$ cat src/rtl/alu_dispatcher.sv
// alu_dispatcher: RV32I ALU issue unit, IDLE->DECODE->EXEC->WB; define ALU_DISPATCHER_DBG_PORT_EN to expose rf reads on dbg_data
module alu_dispatcher #(
  parameter int XLEN = 32,
  parameter int NUM_REGS = 32
) (
  input  logic            clk,
  input  logic            rst,
  input  logic            instr_valid,
  output logic            instr_ready,
  input  logic [31:0]     instr,
  output logic [XLEN-1:0] alu_a,
  output logic [XLEN-1:0] alu_b,
  output logic [1:0]      alu_control,
  input  logic [XLEN-1:0] alu_result,
  output logic            done,
  output logic            illegal,
  output logic [4:0]      wb_rd,
  output logic [XLEN-1:0] wb_data,
  input  logic [4:0]      dbg_addr,
  output logic [XLEN-1:0] dbg_data
);
  typedef enum logic [2:0] {IDLE, DECODE, EXEC, WB, ILL} state_t;
  state_t state;
  logic [31:0] ir;
  logic [XLEN-1:0] rf [NUM_REGS];
  logic [6:0] op, f7;
  logic [2:0] f3;
  logic [4:0] rs1, rs2, rd;
  logic r_type, i_type, legal;
  logic [1:0] ctrl;
  logic [XLEN-1:0] a, b;
  assign {f7, rs2, rs1, f3, rd, op} = ir;
  assign r_type = op == 7'b0110011;
  assign i_type = op == 7'b0010011;
  assign legal = ((r_type && f7 == 7'b0000000) || i_type) && (f3 == 3'b000 || f3 == 3'b111 || f3 == 3'b100)
              || (r_type || i_type) && f3 == 3'b101 && f7 == 7'b0100000;
  assign ctrl = f3 == 3'b000 ? 2'b00 : f3 == 3'b101 ? 2'b01 : f3 == 3'b111 ? 2'b10 : 2'b11;
  assign a = rf[rs1];
  assign b = r_type ? rf[rs2] : f3 == 3'b101 ? {{(XLEN-5){1'b0}}, rs2} : {{(XLEN-12){f7[6]}}, f7, rs2};
  always_ff @(posedge clk) begin
    if (rst) begin
      state <= IDLE;
      ir <= '0;
      instr_ready <= 1'b1;
      alu_a <= '0;
      alu_b <= '0;
      alu_control <= 2'b00;
      done <= 1'b0;
      illegal <= 1'b0;
      wb_rd <= 5'd0;
      wb_data <= '0;
      for (int i = 0; i < NUM_REGS; i++) rf[i] <= '0;
    end else begin
      case (state)
        IDLE: if (instr_valid) begin
          ir <= instr;
          instr_ready <= 1'b0;
          state <= DECODE;
        end
        DECODE: begin
          if (legal) begin
            alu_a <= a;
            alu_b <= b;
            alu_control <= ctrl;
          end
          illegal <= !legal;
          state <= legal ? EXEC : ILL;
        end
        EXEC: begin
          done <= 1'b1;
          wb_rd <= rd;
          wb_data <= rd == 5'd0 ? '0 : alu_result;
          state <= WB;
        end
        WB: begin
          if (wb_rd != 5'd0) rf[wb_rd] <= wb_data;
          done <= 1'b0;
          instr_ready <= 1'b1;
          state <= IDLE;
        end
        default: begin
          illegal <= 1'b0;
          instr_ready <= 1'b1;
          state <= IDLE;
        end
      endcase
    end
  end
`ifdef ALU_DISPATCHER_DBG_PORT_EN
  assign dbg_data = rf[dbg_addr];
`else
  logic unused_dbg;
  assign unused_dbg = ^dbg_addr;
  assign dbg_data = '0;
`endif
endmodule

$ cat config.mk
export PLATFORM = sky130hd
export DESIGN_NAME = alu_dispatcher
export DESIGN_NICKNAME = d
export VERILOG_FILES = /design/src/rtl/alu_dispatcher.sv
export SDC_FILE = /design/constraint.sdc
export NUM_CORES = 2
export LEC_CHECK = 0
export CELL_PAD_IN_SITES_DETAIL_PLACEMENT = 1
export CELL_PAD_IN_SITES_GLOBAL_PLACEMENT = 1
export CORE_MARGIN = 3
export CORE_UTILIZATION = 30
export CTS_BUF_LIST = sky130_fd_sc_hd__clkbuf_16
export DETAILED_ROUTE_END_ITERATION = 10
export GPL_TIMING_DRIVEN = 0
export MAX_ROUTING_LAYER = met4
export PLACE_DENSITY_LB_ADDON = 0.1
export RECOVER_POWER = 100
export SYNTH_ARGS = -nofsm -noshare
export SYNTH_HDL_FRONTEND = slang
export SYNTH_SLANG_ARGS = --single-unit
export TNS_END_PERCENT = 5
$ cat constraint.sdc
create_clock -name clk -period 7.6 [get_ports clk]
set_input_delay 1.52 -clock clk [delete_from_list [all_inputs] [get_ports clk]]
set_output_delay 1.52 -clock clk [all_outputs]
set_load 0.005 [all_outputs]
==> out/results.tsv <==
stage	metric	value	unit
run_status	outcome	complete, but fails checks	
run_status	failing checks	max-capacitance violations, max-slew violations	
clock_network	H-tree depth	4	
grt	largest net degree at the start of global routing	33	
clock_network	Longest Clk Path Bufs	3	
drt	WL/cell	40.83	µm
layout	final core utilization	0.3537	
worst_setup_path	CP max stage delay	2.60	ns
synthesis	count of cell types in the netlist	53	
worst_setup_path	CP arrival	6.54	ns
timing	RSZ-0062 raised after global routing	no	
synthesis	Yosys top cell area share	0.5112	
grt	Total Routing Usage GR	0.2977	
synthesis	ys flop type	edfxtp_1	
placement	IO Port Bufs	171	
timing	TNS Setup	0	ns
clock_network	CTS tree	yes	
clock_network	post-CTS sizing	0	
worst_setup_path	Crit Path Category	input pin to flop	
placement	DP Wirelength	214.6	mm
timing	Clock Skews	0.03537	ns
run	Max-Cap Viols	20	
floorplanning	die width	453.8	µm
worst_setup_path	critical path cell sequence	clkbuf_1 -> nor2_1 -> and3_1 -> nand3_1 -> nor2_1 -> or2_0	
layout	layout cells sized above 1	0.1861	
drt	wire length on met1	124.2	mm
timing	hold slack	0.4622	ns
layout	Final nets	4681	
clock_network	Num CTS Buffers	149	
timing	min Tclk post-route	6.223	ns
synthesis	post-synthesis sequential area ratio	0.5598	
synthesis	ranking of synthesized cells by area	edfxtp_1, mux4_2, and2_1, mux2i_1, dfxtp_1	
placement	placed cells	7098	
worst_setup_path	Crit Path Max Fanout	32	
placement	routability cong.	0.9146	
layout	Area Overhead vs Synth	16.58	%
drt	DR vias	41353	
hold_path	Worst Hold Class	flop to flop	
worst_setup_path	CP top delay family	simple AND/OR/NAND/NOR gates	
floorplanning	Core Region	198200	µm²
drt	DRC	0	
worst_setup_path	R2R Path Start	ir[17]	
drt	post-route ant nets	0	
drt	metal3 WL	17.38	mm
synthesis	syn avg cell area	14.28	µm²
drt	Max Used Layer	met4	
clock_network	cts hold-fix bufs	0	
drt	vias per inst	5.601	
worst_setup_path	cell with the most instances on the worst path	nor2_1	
clock_network	Clock transition at path regs	0.06	ns
floorplanning	io pins	210	
layout	finished layout cell area	70120	µm²
synthesis	Yosys top cell by area	edfxtp_1	
worst_setup_path	Worst setup EP type	flop	
synthesis	Post-synth EDFFs	1024	
grt	vias in the first global route	41781	
worst_setup_path	WP data required	7.92	ns
worst_setup_path	Worst setup startpoint	rst	
worst_setup_path	slowest stage cell, crit path	or2_0	
clock_network	postcts setup bufs	0	
drt	DR WL met2	138.6	mm
synthesis	most common cell in the netlist	edfxtp_1	
power_and_ir_drop	leakage	23.83	nW
power_and_ir_drop	Power Dens Cells	229.2	nW/µm²
timing	worst-margin pin slew	3.543	ns
floorplanning	Starting Density	0.3034	
drt	final wirelength	301.4	mm
synthesis	Yosys Warn Count	0	
timing	slew margin rel.	-1.362	
layout	non-filler cells, final	7383	
worst_setup_path	startpoint types	input pin	
synthesis	Seq cells post-synth	1170	
drt	drt first pass iters	5	
floorplanning	Die H	453.8	µm
clock_network	CTS root buf	clkbuf_16	
grt	initial antenna violation count	19	
synthesis	mapped cell area	60150	µm²
worst_setup_path	Buffers & Inverters on Critical Path	1	
timing	Pins Over Slew Limit	377	
hold_path	Hold Crit Start	ir[4]	
floorplanning	die area	205900	µm²
synthesis	async set-reset flop share out of synthesis	0	
grt	total grt overflow	0	
synthesis	Gate Count Post-Synth	4213	
grt	global-route wire length before repair	393.4	mm
floorplanning	Site Rows	163	
timing	Period Utilization, post-route	0.8189	
timing	Max Clk Rate	160.7	MHz
timing	PnR worst setup slack	1.377	ns
timing	Setup Viol. Count Final	0	
placement	placed inst area	65530	µm²
power_and_ir_drop	Final Total Pwr	16.07	mW
synthesis	Synth top cells by count	edfxtp_1, and2_1, mux4_2	
placement	Setup WS pre-CTS	1.770	ns
clock_network	# clock sinks	1170	
timing	Hold Vio Cnt, Final	0	
drt	Initial DRC Count	4595	
power_and_ir_drop	Peak VDD IR	0.0002421	V
clock_network	clock latency on the worst-skew pair	0.81	ns
-- worst paths after layout --
| path | endpoint | slack (ns) | cells past startpoint |
|---|---|---|---|
| setup / recovery | rf[15][27] | 1.38 | 6 |
| hold / removal | ir[4] | 0.46 | 2 |
| hold reg to reg | ir[4] | 0.46 | 2 |
| setup reg to reg | alu_a[21] | 1.40 | 8 |
-- state kept, by name, indices dropped and copies added (netlist names), named ones only --
signal	flops
ir	32
alu_b	32
rf	1024
state	3
instr_ready	1
wb_data	32
illegal	1
alu_a	32
wb_rd	5
alu_control	2
done	1
-- cells by family after synthesis --
| logic type | count (synthesis) | share of synthesized area |
|---|---|---|
| AO/OA/AOI/OAI | 388 | 0.04884 |
| XOR/XNOR | 1 | 0.0001456 |
| buffers and inverters | 465 | 0.03977 |
| flip-flops | 1170 | 0.5598 |
| multiplexers | 803 | 0.2179 |
| other | 1 | 0.00006234 |
| AND/OR/NAND/NOR | 1385 | 0.1335 |
-- report_power, final --
group	internal (mW)	switching, mW	leakage (nW)
clock network	3.88	2.99	2.48
logic	0.640	1.24	9.61
registers	7.19	0.124	11.7
-- worst min-delay path: cells and delay by family, from the launching register on --
kind               cells  cell delay (ns)
AOI/OAI and AO/OA      1             0.05
and+or+nand+nor        1             0.05
DFF                    1             0.31
-- metal layers --
metal | GRT usage | up-vias
met5 | - | -
met4 | 0.1696 | 0
met3 | 0.04274 | 541
met2 | 0.4612 | 1803
met1 | 0.3738 | 22295
li1 | - | 16714
-- placed cells by master, fill, tap and decap left out, types with 8 or more instances in the layout --
cell type        count
and2_1             445
buf_6               36
diode_2             10
o22ai_1             54
clkinv_1            26
nand3_1             13
nand2_1             94
clkbuf_1           288
a22oi_1             47
mux2_2              72
a211oi_1            32
and2_0             548
edfxtp_1          1024
dlygate4sd3_1      107
o22a_1              21
buf_4               75
a221oi_1            84
a22o_1              46
dfxtp_1            146
clkbuf_16          157
mux2i_1            333
clkinv_2            13
or2_2               27
nor3_1              43
clkbuf_2             9
a2111oi_1            8
a2111oi_0           14
clkdlybuf4s50_1     64
inv_1               57
buf_2               53
nor2_1             151
a21oi_1             58
mux4_2             398
nor2b_1             32
conb_1              64
-- area by class of cell --
class                      count  area (µm²)
sequential                  1170       33670
clock buffer                 157        3929
fill                       20644      128100
tap                         2640        3303
multi-input combinational   2641       24320
timing repair buffer         182        1798
inverter                       1       3.754
clock inverter               118       680.7
antenna                       10       25.02
buffer                       464        2390
Power figures use the tool's default switching activity.
